**src/rtl/jtframe_mister_ctrl.sv**
```systemverilog
// MiSTer system control: PLL supervision, system/game reset generation and the DB15 serial joystick reader.
// The DB15 reader is only built when JTFRAME_DB15_EN is defined; otherwise its outputs are idle constants.
module jtframe_mister_ctrl #(
  parameter int RST_CYCLES = 256,
  parameter int JOY_DIV    = 64
) (
  input  logic        clk_sys,
  input  logic        RESET,
  input  logic        pll_locked,
  output logic        pll_rst,
  input  logic        rst_req,
  input  logic        downloading,
  input  logic [1:0]  status_db15,
  output logic        rst,
  output logic        rst_n,
  output logic        game_rst,
  output logic        game_rst_n,
  output logic        JOY_CLK,
  output logic        JOY_LOAD,
  input  logic        JOY_DATA,
  output logic [6:0]  USER_OUT,
  output logic        USER_MODE,
  output logic [11:0] joy1_db,
  output logic [11:0] joy2_db,
  output logic        joy_valid
);

  localparam int RW = $clog2(RST_CYCLES);
  localparam logic [RW-1:0] RST_LOAD = RW'(RST_CYCLES - 1);

  logic [7:0]    pll_cnt;
  logic          last_locked;
  logic [RW-1:0] rst_cnt;
  logic          rst_cause;

  // A falling edge of pll_locked restarts a 256-cycle PLL reset pulse
  always_ff @(posedge clk_sys or posedge RESET) begin
    if (RESET) begin
      pll_rst     <= 1'b0;
      pll_cnt     <= 8'hD0;
      last_locked <= 1'b0;
    end else begin
      last_locked <= pll_locked;
      if (last_locked && !pll_locked) begin
        pll_cnt <= 8'hFF;
        pll_rst <= 1'b1;
      end else if (pll_cnt != 8'd0) begin
        pll_cnt <= pll_cnt - 8'd1;
      end else begin
        pll_rst <= 1'b0;
      end
    end
  end

  assign rst_cause = rst_req | ~pll_locked | pll_rst;

  always_ff @(posedge clk_sys or posedge RESET) begin
    if (RESET) begin
      rst     <= 1'b1;
      rst_cnt <= RST_LOAD;
    end else if (rst_cause) begin
      rst     <= 1'b1;
      rst_cnt <= RST_LOAD;
    end else begin
      rst <= rst_cnt != '0;
      if (rst_cnt != '0) rst_cnt <= rst_cnt - RW'(1);
    end
  end

  always_ff @(posedge clk_sys or posedge RESET) begin
    if (RESET) game_rst <= 1'b1;
    else       game_rst <= rst | downloading;
  end

  assign rst_n      = ~rst;
  assign game_rst_n = ~game_rst;

  assign USER_MODE = |status_db15;
  assign USER_OUT  = USER_MODE ? {5'b11111, JOY_CLK, JOY_LOAD} : 7'h7F;

`ifdef JTFRAME_DB15_EN
  localparam int DW = $clog2(JOY_DIV);
  localparam logic [1:0] ST_IDLE     = 2'd0;
  localparam logic [1:0] ST_LOAD     = 2'd1;
  localparam logic [1:0] ST_SHIFT_LO = 2'd2;
  localparam logic [1:0] ST_SHIFT_HI = 2'd3;

  logic [DW-1:0] div_cnt;
  logic          tick;
  logic [1:0]    db15_st;
  logic          load_half;
  logic [4:0]    bit_idx;
  logic [23:0]   shift;

  assign tick = div_cnt == DW'(JOY_DIV - 1);

  always_ff @(posedge clk_sys or posedge RESET) begin
    if (RESET)     div_cnt <= '0;
    else if (tick) div_cnt <= '0;
    else           div_cnt <= div_cnt + DW'(1);
  end

  // Data is sampled on the same edge that raises JOY_CLK, before the adapter shifts
  always_ff @(posedge clk_sys or posedge RESET) begin
    if (RESET) begin
      db15_st   <= ST_IDLE;
      JOY_CLK   <= 1'b1;
      JOY_LOAD  <= 1'b1;
      joy1_db   <= 12'h000;
      joy2_db   <= 12'h000;
      joy_valid <= 1'b0;
      load_half <= 1'b0;
      bit_idx   <= 5'd0;
      shift     <= 24'h0;
    end else begin
      joy_valid <= 1'b0;
      if (status_db15 == 2'd0) begin
        db15_st  <= ST_IDLE;
        JOY_CLK  <= 1'b1;
        JOY_LOAD <= 1'b1;
        joy1_db  <= 12'h000;
        joy2_db  <= 12'h000;
      end else begin
        case (db15_st)
          ST_IDLE: begin
            db15_st   <= ST_LOAD;
            JOY_LOAD  <= 1'b0;
            load_half <= 1'b0;
          end
          ST_LOAD: if (tick) begin
            load_half <= 1'b1;
            if (load_half) begin
              JOY_LOAD <= 1'b1;
              JOY_CLK  <= 1'b0;
              bit_idx  <= 5'd0;
              db15_st  <= ST_SHIFT_LO;
            end
          end
          ST_SHIFT_LO: if (tick) begin
            shift[bit_idx] <= JOY_DATA;
            JOY_CLK        <= 1'b1;
            db15_st        <= ST_SHIFT_HI;
          end
          default: if (tick) begin
            if (bit_idx == 5'd23) begin
              joy1_db   <= ~shift[11:0];
              joy2_db   <= status_db15[1] ? ~shift[23:12] : 12'h000;
              joy_valid <= 1'b1;
              JOY_LOAD  <= 1'b0;
              load_half <= 1'b0;
              db15_st   <= ST_LOAD;
            end else begin
              bit_idx <= bit_idx + 5'd1;
              JOY_CLK <= 1'b0;
              db15_st <= ST_SHIFT_LO;
            end
          end
        endcase
      end
    end
  end
`else
  logic unused_joy_data;
  assign unused_joy_data = JOY_DATA;
  assign JOY_CLK   = 1'b1;
  assign JOY_LOAD  = 1'b1;
  assign joy1_db   = 12'h000;
  assign joy2_db   = 12'h000;
  assign joy_valid = 1'b0;
`endif

endmodule

```
**config.mk**
```make
export PLATFORM = sky130hd
export DESIGN_NAME = jtframe_mister_ctrl
export DESIGN_NICKNAME = d
export VERILOG_FILES = /design/src/rtl/jtframe_mister_ctrl.sv
export SDC_FILE = /design/constraint.sdc
export NUM_CORES = 1
export LEC_CHECK = 0
export ABC_AREA = 1
export BUFFER_PORTS_ARGS = -buffer_cell sky130_fd_sc_hd__buf_2
export CAP_MARGIN = 20
export CELL_PAD_IN_SITES_DETAIL_PLACEMENT = 1
export CELL_PAD_IN_SITES_GLOBAL_PLACEMENT = 1
export CORE_MARGIN = 2
export CORE_UTILIZATION = 38
export DETAILED_ROUTE_END_ITERATION = 10
export HOLD_SLACK_MARGIN = 0.08
export PLACE_DENSITY_LB_ADDON = 0.1
export SYNTH_ARGS = -nofsm -noshare
export SYNTH_HDL_FRONTEND = slang
export SYNTH_SLANG_ARGS = --single-unit
export TNS_END_PERCENT = 20
```
**constraint.sdc**
```tcl
create_clock -name clk_sys -period 1.88 [get_ports clk_sys]
set_input_delay 0.094 -clock clk_sys [delete_from_list [all_inputs] [get_ports clk_sys]]
set_output_delay 0.094 -clock clk_sys [all_outputs]
set_load 0.02 [all_outputs]
```
Word-level counts from Yosys, hierarchy flattened
Index checks and enable logic that the tools add are counted.
{"block": "totals", "regBits": 20, "in_bits": 8, "out_inout_bits": 40, "elab_cells": 29}
{"block": "op_classes", "add_sub_neg": 2, "n_eq_ne": 1, "n_mux": 7, "bitwise_logic": 6, "reduce_logical": 7}
{"op": "two-way mux 8 bit", "count": 4}
{"op": "nonzero test 8 bit", "count": 2}
{"op": "subtractor 8 x 1 -> 8 bit (second input constant)", "count": 2}
{"op": "nonzero test 2 bit", "count": 2}
{"op": "two-way mux 1 bit", "count": 3}
{"op": "inverter 1 bit", "count": 3}
{"op": "OR 1 bit", "count": 3}
{"op": "inequality test 2 bit (second input constant)", "count": 1}
{"op": "OR reduction 2 bit", "count": 1}
{"op": "logical AND 1 bit", "count": 1}
{"op": "logical NOT 1 bit", "count": 1}

Depth between registers and ports, before layout
Gate-level depths: netlist (run 1).
{"block": "depth", "depth_word": 4, "depth_mapped": 7, "ltp_nobuf": 7}

Least setup slack after synthesis (run 1)
Ideal clock, no wire load.
{"block": "synth_timing", "path_type": "register to register", "start": "reg rst_cnt[0]", "end": "reg rst_cnt[2]", "setup_time_ps": 60, "t_arrival_ps": 1160, "path_slack_ps": 660, "path_stages_with_launch": 8, "n_path_buf": 0, "period_less_slack_ps": 1220, "path_cell_list": "dfstp_2 inv_1 ha_1 nand2_1 nor2_2 nand3_4 nand3_1 nand2_1"}
{"block": "synth_via", "elab_chain_cells": 3, "elab_cells_between_ends": 5}
{"item": "start, declared", "line": "33", "rtl": "logic [RW-1:0] rst_cnt;"}
{"item": "start signal, assigned", "line": "66", "rtl": "if (rst_cnt != '0) rst_cnt <= rst_cnt - RW'(1);"}
{"item": "subtractor 8 x 1 -> 8 bit", "line": "66"}
{"item": "two-way mux 8 bit", "line": "66"}
{"item": "two-way mux 8 bit", "line": "61", "rtl": "end else if (rst_cause) begin"}
Parallel ways exist; a longest one is shown, timed or not. The select of a mux whose other input is x is not followed.
A chain may end at the register's enable or synchronous reset.

Worst setup path after layout (run 1)
{"block": "layout_timing", "start": "reg rst_cnt[0]", "end": "reg rst_cnt[1]"}
Same word-level chain as after synthesis.

==> impl_metrics.env, run 1 <==
export IMPL_dpl_hpwl_um=2170
export IMPL_synth_cell_types=23
export IMPL_fin_crit_sh=0.724
export IMPL_cts_tree="done"
export IMPL_slew_headroom=0.459
export IMPL_root_buffer="clkbuf_8"
export IMPL_syn_area_sq_mm=0.00144
export IMPL_worstSetupPathType="register to register"
export IMPL_final_cell_mix="conb_1 (34), nand2_1 (30), inv_1 (22), nor2_1 (16)"
export IMPL_drc_errors=0
export IMPL_clock_sinks=20
export IMPL_rsz0062_at_grt="no"
export IMPL_wirelength_um=2840
export IMPL_p_leak_nw=0.831
export IMPL_gp_congestion=0.843
export IMPL_firstDrtPassIters=3
export IMPL_portBuffers=12
export IMPL_hold_class="input pin to register"
export IMPL_drive_above_1_share=0.286
export IMPL_worst_clock_skew_ns=0.00697
export IMPL_yosysSeqAreaShare=0.360
export IMPL_final_min_clock_period_ns=1.36
export IMPL_clk_pin_slew_ns=0.09
export IMPL_cts_buffer_depth=2
export IMPL_finalSetupTns_ns=0
export IMPL_numCtsBuffers=3
export IMPL_die_width_um=65.5
export IMPL_hold_viol_final=0
export IMPL_startpoint_type="register"
export IMPL_synthCells=179
export IMPL_critPathRequiredTime_ns=2.08
export IMPL_drv_slew=0
export IMPL_hold_ws_ns=0.128
export IMPL_setup_viol=0
export IMPL_yosys_warnings=0
export IMPL_insertion_delay_ns=0.27
export IMPL_grt_max_degree=21
export IMPL_cp_max_fo=9
export IMPL_synth_top_area_frac=0.238
export IMPL_drt_iter0_drc=26
export IMPL_max_clock_freq_mhz=734
export IMPL_cp_arrival_ns=1.56
export IMPL_vdd_ir_drop_max_uv=449
export IMPL_dp_slack_ns=0.521
export IMPL_die_h_um=65.5
export IMPL_fill_cells=480
export IMPL_layout_nets=208
export IMPL_status="complete, no violations"
export IMPL_cts_resized=0
export IMPL_pin_count=48
export IMPL_synth_area_top_cells="dfstp_2 (24%), buf_4 (18%), dfrtp_1 (12%), nand2_1 (7.8%), inv_1 (5.7%)"
export IMPL_syn_to_final_growth_pct=6.01
export IMPL_coreArea_sq_mm=0.00366
export IMPL_grt_pass1_vias=1101
export IMPL_detail_route_antenna_nets=0
export IMPL_synth_area_per_cell_sq_um=8.02
export IMPL_cp_end_kind="register"
export IMPL_routedWlPerCell_um=11.6
export IMPL_fin_ws_ns=0.518
export IMPL_grt_pass1_wl_um=4820
export IMPL_maxCapViolations=0
export IMPL_ys_ff_latch=20
export IMPL_finalNonFillerCells=244
export IMPL_num_antenna_cells=0
export IMPL_total_power_mw=1.15
export IMPL_start_util=0.392
export IMPL_htree_levels=1
export IMPL_tightest_slew_ns=0.811
export IMPL_grtUsageTotal=0.146
export IMPL_die_area_sq_mm=0.00429
export IMPL_placementRows=22
export IMPL_layout_commonest_cell="conb_1"
export IMPL_power_per_cell_area_mw_per_mm2=755
export IMPL_vias_per_cell=4.17
export IMPL_overflow=0
export IMPL_vias=1018
export IMPL_yosysTopAreaCell="dfstp_2"
export IMPL_numPlacedInstances=237
export IMPL_antenna_found_initial=0
-- critical path, stage by stage (launching register included) --
cell     delay [ns]
dfstp_2        0.54
inv_1          0.09
ha_1           0.22
nand2_1        0.10
nor2_2         0.06
nand3_4        0.14
nand2_1        0.08
o21ai_2        0.06
-- flip-flops by register name (all words and copies together), names as in the netlist --
| signal | flops |
|---|---|
| game_rst | 1 |
| rst_cnt | 8 |
| rst | 1 |
| pll_rst | 1 |
| pll_cnt | 8 |
| last_locked | 1 |
-- cells in the mapped netlist --
| library cell | count |
|---|---|
| o21ai_2 | 3 |
| nor2_8 | 2 |
| conb_1 | 2 |
| a21oi_1 | 3 |
| nor2_1 | 16 |
| nand2_1 | 30 |
| xnor2_1 | 1 |
| nand2_4 | 2 |
| buf_4 | 34 |
| nor2_4 | 2 |
| dfstp_2 | 13 |
| nand3_1 | 13 |
| nand3_4 | 2 |
| inv_2 | 7 |
| dfrtp_1 | 7 |
| inv_1 | 22 |
| nand2_2 | 4 |
| nor2_2 | 3 |
| or2_2 | 2 |
| nand4_1 | 3 |
| o21ai_0 | 4 |
| ha_1 | 3 |
| o211ai_1 | 1 |
-- power breakdown --
group,internal [mW],switching [mW]
Clock,0.285,0.160
Sequential,0.464,0.0289
Combinational,0.0586,0.153
-- logic make-up after synthesis --
logic type                 synth area share
adders and majority gates            0.0261
AOI/OAI and AO/OA                    0.0479
other                               0.00523
DFF                                   0.360
and+or+nand+nor                       0.301
xor gates and xnor gates            0.00610
buffers and inverters                 0.253
-- final cells by class --
cell class                 instances  area [sq um]  area share
timing repair buffer              15          90.1      0.0592
clock inverter                     1          30.0      0.0197
inverter                          29           109      0.0715
clock buffer                       3          41.3      0.0271
multi-input combinational        128           676       0.444
sequential                        20           517       0.339
tap                               48          60.1      0.0394
-- metal layers --
layer / vias to the layer above / GRT usage / wire length [um]
met3: 2 / 0.0360 / 66
li1: 516 / - / -
met2: 12 / 0.298 / 1710
met5: - / 0 / 0
met1: 488 / 0.151 / 1060
met4: 0 / 0.0156 / 6
-- metrics by stage --
step	util	cell area, sq um
2_1_floorplan	-	1560
3_3_place_gp	0.388	1420
3_5_place_dp	0.388	1420
4_1_cts	0.416	1520
5_1_grt	0.416	1520
6_report	0.416	1520
-- worst paths after layout --
| kind | startpoint | endpoint | slack (ns) | cells past startpoint |
|---|---|---|---|---|
| worst max-delay path | rst_cnt[0] | rst_cnt[1] | 0.52 | 7 |
| worst min-delay path | rst_req | rst_cnt[6] | 0.13 | 3 |
| worst min register to register | rst_cnt[0] | rst_cnt[0] | 0.51 | 2 |
| min in group asynchronous | RESET | pll_cnt[1] | 0.52 | 3 |
| worst max register to register | rst_cnt[0] | rst_cnt[1] | 0.52 | 7 |
| max in group asynchronous | RESET | pll_rst | 0.84 | 3 |
-- timing repair --
item | 4_1_cts | 5_1_grt
endpoints found under the hold margin | 9 | 0
hold buffers | 3 | 0
buffers inserted | 0 | 0
Note: power is estimated with default switching activity, not from simulation.
==> inputs of run 2 (changes only) <==
Settings changed: ABC_AREA 1 to 0, CORE_UTILIZATION 38 to 36.
Clock period 1.88 ns to 1.4 ns, I/O delays scaled along.
==> impl_metrics.env, run 2 <==
export IMPL_detail_route_antenna_nets=0
export IMPL_critPathRequiredTime_ns=1.61
export IMPL_hold_class="input pin to asynchronous set/reset pin"
export IMPL_p_leak_nw=0.776
export IMPL_final_cell_mix="conb_1 (34), buf_4 (28), dfstp_2 (13), buf_2 (12), inv_1 (9)"
export IMPL_p_clk_frac=0.360
export IMPL_seqCellArea_sq_um=517
export IMPL_root_buffer="clkbuf_8"
export IMPL_clk_pin_slew_ns=0.09
export IMPL_syn_area_sq_mm=0.00135
export IMPL_placementRows=22
export IMPL_top_regs="pll_cnt: 8 flops, rst_cnt: 8 flops"
export IMPL_vias=1115
export IMPL_die_width_um=65.3
export IMPL_yosysSeqAreaShare=0.382
export IMPL_syn_to_final_growth_pct=29.2
export IMPL_drive_above_1_share=0.434
export IMPL_drt_iter0_drc=32
export IMPL_wirelength_um=3400
export IMPL_gp_congestion=0.808
export IMPL_finalSetupTns_ns=-1.27
export IMPL_gr_usage_met3=0.0360
export IMPL_placed_area_sq_mm=0.00152
export IMPL_antenna_found_initial=0
export IMPL_synth_area_top_cells="dfstp_2 (25%), buf_4 (19%), dfrtp_1 (13%), o21ai_0 (3.3%), inv_1 (3.3%)"
export IMPL_firstDrtPassIters=3
export IMPL_cp_max_fo=2
export IMPL_ys_flop_type="dfstp_2"
export IMPL_grt_use_met1=0.176
export IMPL_power_per_cell_area_mw_per_mm2=962
export IMPL_start_util=0.372
export IMPL_worstSetupPathType="register to register"
export IMPL_routedWlPerCell_um=14.3
export IMPL_grt_max_degree=21
export IMPL_yosys_warnings=0
export IMPL_insertion_delay_ns=0.27
export IMPL_numPlacedInstances=226
export IMPL_startpoint_type="register"
export IMPL_finalNonFillerCells=237
export IMPL_worst_clock_skew_ns=0.00840
export IMPL_cts_tree="done"
export IMPL_layout_commonest_cell="conb_1"
export IMPL_grt_pass1_vias=1178
export IMPL_cp_arrival_ns=1.79
export IMPL_comb_power_share=0.252
export IMPL_maxCapViolations=0
export IMPL_synth_edff_count=0
export IMPL_clock_sinks=20
export IMPL_drc_errors=0
export IMPL_coreArea_sq_mm=0.00363
export IMPL_htree_levels=1
export IMPL_vias_per_cell=4.70
export IMPL_layout_nets=201
export IMPL_async_reset_ff_frac=1.00
export IMPL_synth_top_area_frac=0.253
export IMPL_grt_use_met2=0.342
export IMPL_synth_cell_types=37
export IMPL_p_sw_frac=0.312
export IMPL_grtUsageTotal=0.174
export IMPL_grt_busiest_layer="met2"
export IMPL_overflow=0
export IMPL_dpl_hpwl_um=2330
export IMPL_rsz0062_at_grt="yes"
export IMPL_portBuffers=12
export IMPL_design_area_sq_mm=0.00175
export IMPL_ys_ff_latch=20
export IMPL_pin_count=48
export IMPL_violations="negative setup slack"
export IMPL_power_switching_uw=525
export IMPL_cp_end_kind="register"
export IMPL_fill_cells=453
export IMPL_drv_slew=0
export IMPL_max_clock_freq_mhz=630
export IMPL_setup_viol=15
export IMPL_grt_pass1_wl_um=5620
export IMPL_p_int_mw=1.16
export IMPL_p_seq_frac=0.388
export IMPL_synth_area_per_cell_sq_um=9.26
export IMPL_vdd_ir_drop_max_uv=908
export IMPL_post_route_util=0.481
export IMPL_status="complete, but fails checks"
export IMPL_hold_viol_final=0
export IMPL_numCtsBuffers=3
export IMPL_num_antenna_cells=0
export IMPL_synth_common_cells="buf_4 (34), dfstp_2 (13), inv_1 (12), o21ai_0 (9)"
export IMPL_die_area_sq_mm=0.00426
export IMPL_yosysTopAreaCell="dfstp_2"
export IMPL_cts_buffer_depth=2
export IMPL_multi_input_area_sq_um=744
export IMPL_synthCells=146
export IMPL_synth_most_common_cell="buf_4"
export IMPL_total_power_mw=1.68
export IMPL_fin_crit_sh=1.13
export IMPL_final_min_clock_period_ns=1.59
export IMPL_die_h_um=65.3
export IMPL_fin_ws_ns=-0.187
-- run 2: changes by cell type after synthesis, moves of 4 or more --
| cell | before | now |
|---|---|---|
| nand2_1 | 30 | 3 |
| nor2_1 | 16 | 3 |
| inv_1 | 22 | 12 |
| inv_2 | 7 | 0 |
| nand3_1 | 13 | 7 |
| nor3_1 | 0 | 6 |
| nor4_1 | 0 | 5 |
| o211ai_1 | 1 | 6 |
| o21ai_0 | 4 | 9 |
| nand2_2 | 4 | 0 |
-- run 2: power by group through the flow --
stage / Clock (mW) / Combinational, mW / Sequential [mW]
floorplan: 0 / 0.266 / 0.667
global placement: 0 / 0.326 / 0.655
detailed placement: 0 / 0.333 / 0.656
CTS: 0.623 / 0.400 / 0.648
global route: 0.637 / 0.455 / 0.656
finish: 0.605 / 0.424 / 0.652
-- run 2: path summary, 6_finish.rpt --
kind | start | to | slack, ns | cells after the start
worst min register to register | pll_rst | pll_rst | 0.54 | 1
min in group clk_sys | status_db15[0] | USER_MODE | 0.44 | 3
max in group asynchronous | RESET | rst_cnt[2] | 0.74 | 4
worst min-delay path | RESET | pll_cnt[0] | 0.38 | 4
worst max-delay path | rst_cnt[0] | rst_cnt[7] | -0.19 | 5
worst max register to register | rst_cnt[0] | rst_cnt[7] | -0.19 | 5
-- run 2: metal layers --
layer  share of wire  vias to the layer above  wire length [um]
li1                -                      528                 -
met1            0.36                      564              1210
met2            0.60                       14              2030
met3           0.022                        9                75
met4           0.023                        0                79
met5               0                        -                 0
-- run 2: kinds of logic after synthesis --
| logic type | share of synthesized area |
|---|---|
| buffers and inverters | 0.238 |
| AND/OR/NAND/NOR | 0.190 |
| AO/OA/AOI/OAI | 0.149 |
| flip-flops | 0.382 |
| adder cells (fa/ha/maj) | 0.0278 |
| other | 0.00555 |
| multiplexers | 0.00833 |
-- run 2: area by class of cell --
type	count	share of cell area
Multi-Input combinational cell	109	0.426
Sequential cell	20	0.296
Timing Repair Buffer	44	0.178
Tap cell	48	0.0344
Inverter	12	0.0258
Clock buffer	3	0.0236
Clock inverter	1	0.0172
-- run 2: timing repair --
action | in CTS | in global routing
setup buffers | 3 | 0
hold buffers | 4 | 0
gates resized for setup | 19 | 6
hold endpoints to repair | 10 | 0
setup endpoints to repair | 18 | 18
pin swaps | 2 | 1
-- run 2: worst max-delay path: stages (launching register included) --
cell,delay [ns]
dfstp_2,0.38
inv_2,0.07
ha_4,0.13
or4b_4,0.46
o211ai_2,0.17
mux2_4,0.31
-- run 2: through the flow --
stage | hold slack, ns | setup WS, ns
floorplan | 0.0242 | -0.289
global placement | 0.116 | -0.161
detailed placement | 0.125 | -0.225
CTS | 0.378 | -0.181
global route | 0.413 | -0.241
finish | 0.380 | -0.187
==> inputs of run 3 (changes only) <==
Settings changed: CORE_UTILIZATION 36 to 30.
Clock period 1.4 ns to 1.8 ns, I/O delays scaled along.
==> impl_metrics.env, run 3 (same netlist as run 2, synthesis figures left out) <==
export IMPL_die_area_sq_mm=0.00506
export IMPL_syn_to_final_growth_pct=10.4
export IMPL_worstSetupPathType="register to register"
export IMPL_power_per_cell_area_mw_per_mm2=723
export IMPL_hold_viol_final=0
export IMPL_final_min_clock_period_ns=1.73
export IMPL_critPathRequiredTime_ns=1.99
export IMPL_antenna_found_initial=0
export IMPL_cts_tree="done"
export IMPL_max_clock_freq_mhz=580
export IMPL_insertion_delay_ns=0.26
export IMPL_maxCapViolations=0
export IMPL_htree_levels=1
export IMPL_final_cell_mix="conb_1 (34), dfstp_2 (13), inv_1 (12), buf_2 (12), buf_4 (11)"
export IMPL_setup_viol=0
export IMPL_drive_above_1_share=0.287
export IMPL_vdd_ir_drop_max_uv=207
export IMPL_firstDrtPassIters=2
export IMPL_cp_max_fo=7
export IMPL_hold_class="input pin to register"
export IMPL_fin_crit_sh=0.958
export IMPL_coreArea_sq_mm=0.00435
export IMPL_p_leak_nw=0.669
export IMPL_grt_pass1_wl_um=5170
export IMPL_total_power_mw=1.08
export IMPL_num_antenna_cells=0
export IMPL_finalSetupTns_ns=0
export IMPL_rsz0062_at_grt="no"
export IMPL_die_width_um=71.1
export IMPL_gp_congestion=0.761
export IMPL_top_regs="pll_cnt: 8 flops, rst_cnt: 8 flops"
export IMPL_start_util=0.311
export IMPL_cp_end_kind="register"
export IMPL_die_h_um=71.1
export IMPL_grt_pass1_vias=1105
export IMPL_overflow=0
export IMPL_clk_pin_slew_ns=0.08
export IMPL_numCtsBuffers=3
export IMPL_vias=1015
export IMPL_cp_arrival_ns=1.92
export IMPL_layout_nets=183
export IMPL_drv_slew=0
export IMPL_grtUsageTotal=0.129
export IMPL_worst_clock_skew_ns=0.00489
export IMPL_pin_count=48
export IMPL_status="complete, no violations"
export IMPL_dpl_hpwl_um=2340
export IMPL_drt_iter0_drc=28
export IMPL_portBuffers=12
export IMPL_clock_sinks=20
export IMPL_wirelength_um=3070
export IMPL_layout_commonest_cell="conb_1"
export IMPL_detail_route_antenna_nets=0
export IMPL_placementRows=24
export IMPL_drc_errors=0
export IMPL_vias_per_cell=4.55
export IMPL_root_buffer="clkbuf_8"
export IMPL_startpoint_type="register"
export IMPL_routedWlPerCell_um=13.8
export IMPL_grt_max_degree=21
export IMPL_cts_buffer_depth=2
-- run 3: changes by cell type in the layout (fill, tap and decap cells not counted), sizes merged --
| cell | change |
|---|---|
| buf | -17 |
| clkbuf | +1 |
| bufinv | -1 |
| dlygate4sd3 | -1 |
-- run 3: cell type report --
cell class	count	area, sq um
Inverter	12	45.0
Multi-Input combinational cell	109	638
Fill cell	540	2860
Timing Repair Buffer	26	173
Tap cell	52	65.1
Clock buffer	4	55.1
Sequential cell	20	517
-- run 3: worst paths after layout --
| kind | start | to | slack (ns) | depth (start not counted) |
|---|---|---|---|---|
| max | rst_cnt[1] | rst_cnt[7] | 0.07 | 5 |
| min | rst_req | rst_cnt[3] | 0.22 | 4 |
| max reg2reg | rst_cnt[1] | rst_cnt[7] | 0.07 | 5 |
| min reg2reg | pll_cnt[4] | pll_cnt[4] | 0.53 | 2 |
| max in group asynchronous | RESET | rst_cnt[1] | 1.11 | 4 |
| min in group asynchronous | RESET | pll_cnt[2] | 0.42 | 4 |
-- run 3: critical path, cell delays in order, from the launching register on --
cell and delay (ns):
dfstp_2 0.41, inv_1 0.09, ha_1 0.18, or4b_4 0.47, o211ai_2 0.16, mux2_2 0.34
-- run 3: layer usage --
metal	vias to the layer above	global-route usage	routed length, um
li1	491	-	-
met1	509	0.150	1270
met2	11	0.240	1720
met3	4	0.0214	50
met4	0	0.0377	26
met5	-	0	0
-- run 3: report_power, final --
group          total (mW)  switching, mW  internal (mW)
logic               0.198          0.137         0.0606
clock network       0.356          0.161          0.195
registers           0.526         0.0414          0.484
total                1.08          0.340          0.740
-- run 3: metrics by stage --
stage / setup WS (ns) / cell area (sq um) / std cells / hold slack [ns] / util
floorplan: 0.0728 / 1470 / 178 / 0.0442 / -
global placement: 0.115 / 1400 / 216 / 0.139 / 0.322
detailed placement: 0.0804 / 1400 / 216 / 0.145 / 0.322
CTS: 0.0676 / 1490 / 223 / 0.222 / 0.342
global route: 0.00543 / 1490 / 223 / 0.238 / 0.343
finish: 0.0750 / 1490 / 223 / 0.222 / 0.343
-- run 3: repair_timing --
action	4_1_cts	5_1_grt
gates resized for setup	0	1
hold buffers	3	0
hold endpoints to repair	9	0
setup buffers	0	0
endpoints found under the setup margin	0	1
